$ cat config.mk
export PLATFORM = sky130hd
export DESIGN_NAME = dp_share_arbiter
export DESIGN_NICKNAME = d
export VERILOG_FILES = /design/src/rtl/dp_share_pkg.sv /design/src/rtl/rr_arbiter.sv /design/src/rtl/dp_share_arbiter.sv
export SDC_FILE = /design/constraint.sdc
export NUM_CORES = 1
export LEC_CHECK = 0
export CORE_AREA = 2 2 312 314
export CTS_CLUSTER_SIZE = 12
export DETAILED_ROUTE_END_ITERATION = 7
export DIE_AREA = 0 0 314 316
export GPL_ROUTABILITY_DRIVEN = 0
export SLEW_MARGIN = 30
export SYNTH_ARGS = -nofsm -noshare
export SYNTH_HDL_FRONTEND = slang
export SYNTH_SLANG_ARGS = --single-unit
$ cat constraint.sdc
create_clock -name clk -period 8.9 [get_ports clk]
set_clock_uncertainty 0.1 [all_clocks]
set_input_delay 1.78 -clock clk [delete_from_list [all_inputs] [get_ports clk]]
set_output_delay 1.78 -clock clk [all_outputs]
set_load 0.005 [all_outputs]
$ cat src/rtl/dp_share_pkg.sv
// dp_share_pkg: shared definitions for the datapath-sharing arbiter.
//   - opcode encodings for the shared arithmetic unit (passed through untouched)
//   - tag width helper (index width for NUM_REQ requesters)
//   - one-hot to index encoder used to turn a grant into a tag
package dp_share_pkg;

  typedef logic [1:0] dp_op_t;

  localparam dp_op_t OP_ADD = 2'd0;
  localparam dp_op_t OP_SUB = 2'd1;
  localparam dp_op_t OP_MUL = 2'd2;
  localparam dp_op_t OP_CMP = 2'd3;

  // Largest supported requester count and the matching index width.
  localparam int MAX_REQ   = 8;
  localparam int MAX_TAG_W = 3;

  // Index width for n requesters; never narrower than one bit.
  function automatic int tag_w(input int n);
    return (n <= 2) ? 1 : $clog2(n);
  endfunction

  // OR-encoder: input is assumed one-hot (or zero), so no priority is needed.
  function automatic logic [MAX_TAG_W-1:0] onehot_to_idx(input logic [MAX_REQ-1:0] oh);
    logic [MAX_TAG_W-1:0] idx;
    idx = '0;
    for (int i = 0; i < MAX_REQ; i++)
      if (oh[i]) idx |= MAX_TAG_W'(i);
    return idx;
  endfunction

endpackage

$ cat src/rtl/rr_arbiter.sv
// rr_arbiter: round-robin grant with a rotating priority pointer.
//   clk, rst : clock, synchronous active-high reset
//   req      : per-requester valid
//   gnt      : combinational one-hot grant (zero when idle or in reset)
// Every grant is a transfer (grant only goes to a valid requester), so the
// pointer moves to one past the granted index whenever gnt is non-zero.
module rr_arbiter
  import dp_share_pkg::*;
#(
  parameter int NUM_REQ = 4
) (
  input  logic               clk,
  input  logic               rst,
  input  logic [NUM_REQ-1:0] req,
  output logic [NUM_REQ-1:0] gnt
);

  localparam int PW = tag_w(NUM_REQ);

  logic [PW-1:0] ptr, ptr_nxt;

  always_comb begin
    int  idx;
    logic found;
    gnt     = '0;
    ptr_nxt = ptr;
    found   = 1'b0;
    idx     = 0;
    // Scan from ptr upward, wrapping; first valid requester wins.
    for (int k = 0; k < NUM_REQ; k++) begin
      idx = int'(ptr) + k;
      if (idx >= NUM_REQ) idx = idx - NUM_REQ;
      if (!found && req[idx]) begin
        found    = 1'b1;
        gnt[idx] = 1'b1;
        ptr_nxt  = (idx == NUM_REQ - 1) ? '0 : PW'(idx + 1);
      end
    end
    if (rst) begin
      gnt     = '0;
      ptr_nxt = '0;
    end
  end

  always_ff @(posedge clk) begin
    if (rst) ptr <= '0;
    else     ptr <= ptr_nxt;
  end

endmodule

$ cat src/rtl/dp_share_arbiter.sv
// dp_share_arbiter: shares one fixed-latency datapath unit between NUM_REQ
// requesters.
//   clk, rst            : clock, synchronous active-high reset
//   req_valid/req_ready : per-requester handshake (ready is one-hot or zero)
//   req_a/req_b/req_op  : per-requester operands/opcode, packed by index
//   dp_valid/dp_a/dp_b/dp_op : registered issue to the shared unit
//   dp_result           : unit result, valid LATENCY cycles after dp_valid
//   rsp_valid/rsp_data  : registered one-hot response and its data
//   busy                : any operation still in flight
// The issuing requester's index rides a shift register alongside the unit's
// latency so each result returns to its owner in issue order.
module dp_share_arbiter
  import dp_share_pkg::*;
#(
  parameter int NUM_REQ   = 4,
  parameter int DATAWIDTH = 64,
  parameter int LATENCY   = 2
) (
  input  logic                         clk,
  input  logic                         rst,
  input  logic [NUM_REQ-1:0]           req_valid,
  output logic [NUM_REQ-1:0]           req_ready,
  input  logic [NUM_REQ*DATAWIDTH-1:0] req_a,
  input  logic [NUM_REQ*DATAWIDTH-1:0] req_b,
  input  logic [NUM_REQ*2-1:0]         req_op,
  output logic                         dp_valid,
  output logic [DATAWIDTH-1:0]         dp_a,
  output logic [DATAWIDTH-1:0]         dp_b,
  output dp_op_t                       dp_op,
  input  logic [DATAWIDTH-1:0]         dp_result,
  output logic [NUM_REQ-1:0]           rsp_valid,
  output logic [DATAWIDTH-1:0]         rsp_data,
  output logic                         busy
);

  localparam int TW = tag_w(NUM_REQ);

  logic [NUM_REQ-1:0]   gnt;
  logic                 xfer;
  logic [TW-1:0]        gnt_idx;
  logic [DATAWIDTH-1:0] sel_a, sel_b;
  dp_op_t               sel_op;

  rr_arbiter #(.NUM_REQ(NUM_REQ)) u_arb (
    .clk (clk),
    .rst (rst),
    .req (req_valid),
    .gnt (gnt)
  );

  assign req_ready = gnt;
  assign xfer      = |gnt;
  assign gnt_idx   = TW'(onehot_to_idx(MAX_REQ'(gnt)));

  // Operand mux: grant is one-hot, so at most one lane contributes.
  always_comb begin
    sel_a  = '0;
    sel_b  = '0;
    sel_op = OP_ADD;
    for (int i = 0; i < NUM_REQ; i++) begin
      if (gnt[i]) begin
        sel_a  = req_a[i*DATAWIDTH +: DATAWIDTH];
        sel_b  = req_b[i*DATAWIDTH +: DATAWIDTH];
        sel_op = req_op[i*2 +: 2];
      end
    end
  end

  // Operands hold their last value when nothing issues.
  always_ff @(posedge clk) begin
    if (rst) begin
      dp_a  <= '0;
      dp_b  <= '0;
      dp_op <= OP_ADD;
    end else if (xfer) begin
      dp_a  <= sel_a;
      dp_b  <= sel_b;
      dp_op <= sel_op;
    end
  end

  // Stage 0 is the issue stage (dp_valid); stage LATENCY lines up with
  // dp_result for the same operation.
  logic [LATENCY:0]         vld_pipe;
  logic [LATENCY:0][TW-1:0] tag_pipe;

  always_ff @(posedge clk) begin
    if (rst) vld_pipe <= '0;
    else     vld_pipe <= {vld_pipe[LATENCY-1:0], xfer};
  end

  // Tags are qualified by vld_pipe, so they need no reset.
  always_ff @(posedge clk) begin
    tag_pipe <= {tag_pipe[LATENCY-1:0], gnt_idx};
  end

  assign dp_valid = vld_pipe[0];

  always_ff @(posedge clk) begin
    if (rst) begin
      rsp_valid <= '0;
      rsp_data  <= '0;
    end else begin
      rsp_valid <= vld_pipe[LATENCY] ? (NUM_REQ'(1) << tag_pipe[LATENCY]) : '0;
      if (vld_pipe[LATENCY]) rsp_data <= dp_result;
    end
  end

  assign busy = (|vld_pipe) | (|rsp_valid);

endmodule

==> flow_summary.json <==
{
  "status": "finished, final reports clean",
  "hold_violations": 0,
  "worstSetupStartpoint": "req_valid[2]",
  "rsz0062_at_grt": "false",
  "final_util_pct": 21.4,
  "ys_warn_count": 0,
  "fmax_mhz": 137,
  "cts_resized": 0,
  "holdBufCountCts": 0,
  "p_leak_nw": 6.86,
  "drtPass1Iterations": 6,
  "peakVddDrop_v": 0.000151,
  "dp_hpwl_um": 52200,
  "synth_nets": 1767,
  "worstHoldPathType": "flop to flop",
  "syn_to_final_growth_pct": 102,
  "end_kind": "output port",
  "maxSlewViolCount": 0,
  "crit_required_ns": 7.02,
  "cp_cell_sequence": "clkdlybuf4s50_1, mux4_2, nor3b_1, a221o_1, or2_2, nand2_4, inv_2, buf_4, clkdlybuf4s50_1",
  "async_reset_ff_share_pct": 0,
  "io_buffers": 793,
  "critPathArrivalTime_ns": 5.39,
  "cts_tree": "built",
  "reg2reg_from": "u_arb.ptr[0]",
  "synth_seq_area_share_pct": 41.1,
  "tightest_slew_ns": 0.951,
  "synth_ff_type": "dfxtp_1",
  "num_vias": 12700,
  "drtAntennaViolNets": 0,
  "dieArea_mm2": 0.0992,
  "fp.dieH_um": 316,
  "grt_pass1_vias": 12400,
  "rows": 114,
  "overflow": 0,
  "routed_wl_um": 67700,
  "grt_first_pass_wirelength_um": 90700,
  "nNetsFinal": 2484,
  "setup_viol": 0,
  "core_area_mm2": 0.0960,
  "pre_cts_ws_ns": 1.49,
  "synth_edf_count": 0,
  "setup_tns_ns": 0,
  "period_share_pct": 81.7,
  "clk_pin_slew_worst_paths_ns": 0.06,
  "wl_per_cell_um": 21.2,
  "grt_max_degree": 132,
  "viasPerCell": 3.96,
  "clockRootBuffer": "clkbuf_16",
  "cap_violations": 0,
  "nFillCells": 10600,
  "period_needed_ns": 7.27,
  "ys_types": 53,
  "h-tree-depth": 1,
  "drive_gt1_share_pct": 5.18,
  "clk-insertion-delay-late_ns": 0.61,
  "start_util_pct": 10.6,
  "slowest_delay_ns": 0.65,
  "crit_top_cell": "clkdlybuf4s50_1",
  "die_x_um": 314,
  "netlist_area_mm2": 0.0102,
  "p_per_area_mw_per_mm2": 274,
  "postSynthCellCount": 1173,
  "drcViolationCount": 0,
  "crit_fanout": 68,
  "path_class": "input port to output port",
  "synth_seq_cells": 209,
  "cp-start-kind": "input port",
  "fin_ws_ns": 1.63,
  "cts_sinks": 209,
  "grt_util_all_layers_pct": 12.7,
  "cts-buffers-inserted": 30,
  "relSlewSlack_pct": 36.6,
  "slowest_stage": "mux4_2",
  "antenna_found_initial": 23,
  "clk_path_buf_depth": 3,
  "hold_path.startpoint": "tag_pipe[1]",
  "drt-initial-drc-count": 767,
  "pin_count": 794,
  "post_synth.cell_area_avg_um2": 8.67,
  "postCtsSetupBuffers": 0
}
[critical path: cells and delay by family]
kind                   cells  cell delay (ns)
buffers and inverters      4             1.85
and+or+nand+nor            3             0.77
AOI/OAI and AO/OA          1             0.29
muxes                      1             0.65
[kinds of logic after synthesis]
family / Yosys count / share of synthesized area, %
adders and majority gates: 4 / 0.492
muxes: 70 / 7.27
DFF: 209 / 41.1
buffers and inverters: 132 / 5.65
AOI/OAI and AO/OA: 421 / 30.5
and+or+nand+nor: 337 / 14.9
[power by group]
part	switching [mW]	leakage [nW]	internal, mW
Combinational	1.50	4.59	1.34
Clock	0.510	0.535	0.833
Sequential	0.180	1.73	1.25
Total	2.19	6.86	3.42
[layout make-up]
type                            instances  area, um^2  area share (%)
Antenna cell                            6        15.0          0.0732
Multi-Input combinational cell        832        5480            26.7
Clock inverter                         15         251            1.23
Tap cell                             1276        1600            7.79
Inverter                                8        30.0           0.146
Clock buffer                           39         835            4.07
Timing Repair Buffer                  809        8110            39.6
Sequential cell                       209        4190            20.4
[path summary, 6_finish.rpt]
path	to	slack (ns)	cells past startpoint
max	req_ready[3]	1.63	9
max reg2reg	dp_a[21]	3.75	10
min	tag_pipe[3]	0.22	0
min reg2reg	tag_pipe[3]	0.22	0
[routing by layer]
| metal | vias to the layer above | global-route usage [%] | routed length [um] |
|---|---|---|---|
| li1 | 5920 | - | - |
| met1 | 5956 | 14.7 | 26200 |
| met2 | 668 | 20.3 | 30200 |
| met3 | 108 | 5.63 | 8030 |
| met4 | 10 | 5.63 | 3100 |
| met5 | - | 0 | 52 |
[registers in the layout (all words and copies together) (netlist names)]
name,cells
u_arb.ptr,2
dp_b,64
dp_op,2
vld_pipe,3
dp_a,64
tag_pipe,6
rsp_data,64
rsp_valid,4
[placed cells by master (no fill, tap or decap), types with 10 or more instances in the layout]
master           netlist  routed
o21ai_1               40      40
a311oi_1              25      25
dfxtp_1              209     208
o221ai_1              30      30
o21ai_0              124     124
a221oi_1              97      97
a221o_1               35      35
clkbuf_16              0      30
mux2i_1               66      66
buf_4                  4      13
o211ai_1              34      34
or3_1                 68      68
clkdlybuf4s50_1        0     792
a311oi_2              10      10
nor2_1               106     105
nand2_1              138     137
[synthesized netlist by cell type, drive strengths merged (2+ instances only)]
| cell | instances | area (um^2) |
|---|---|---|
| a221oi | 98 | 865 |
| o211ai | 34 | 255 |
| o22ai | 4 | 25.0 |
| a221o | 35 | 350 |
| or3 | 68 | 425 |
| or2 | 3 | 18.8 |
| a31oi | 4 | 25.0 |
| nand2 | 138 | 518 |
| nor3b | 5 | 37.5 |
| mux4 | 3 | 67.6 |
| dfxtp | 209 | 4180 |
| nor3 | 4 | 25.0 |
| nor2b | 4 | 25.0 |
| or3b | 3 | 26.3 |
| a311oi | 35 | 369 |
| o21ai | 164 | 821 |
| o221ai | 30 | 263 |
| inv | 6 | 22.5 |
| mux2i | 66 | 661 |
| clkbuf | 78 | 293 |
| clkinv | 2 | 7.51 |
| buf | 46 | 251 |
| ha | 4 | 50.1 |
| and2 | 2 | 12.5 |
| a21o | 3 | 22.5 |
| a21oi | 4 | 20.0 |
| nor2 | 106 | 398 |
[metrics by stage]
| step | instances | area [um^2] | total power [mW] | hold slack (ns) |
|---|---|---|---|---|
| 2_1_floorplan | 1173 | 10200 | 2.79 | 0.210 |
| 3_3_place_gp | 3133 | 19400 | 4.31 | 0.212 |
| 3_5_place_dp | 3134 | 19400 | 4.33 | 0.212 |
| 4_1_cts | 3188 | 20500 | 5.73 | 0.220 |
| 5_1_grt | 3192 | 20500 | 5.99 | 0.230 |
| 6_report | 3194 | 20500 | 5.61 | 0.221 |
Power figures use the tool's default switching activity.
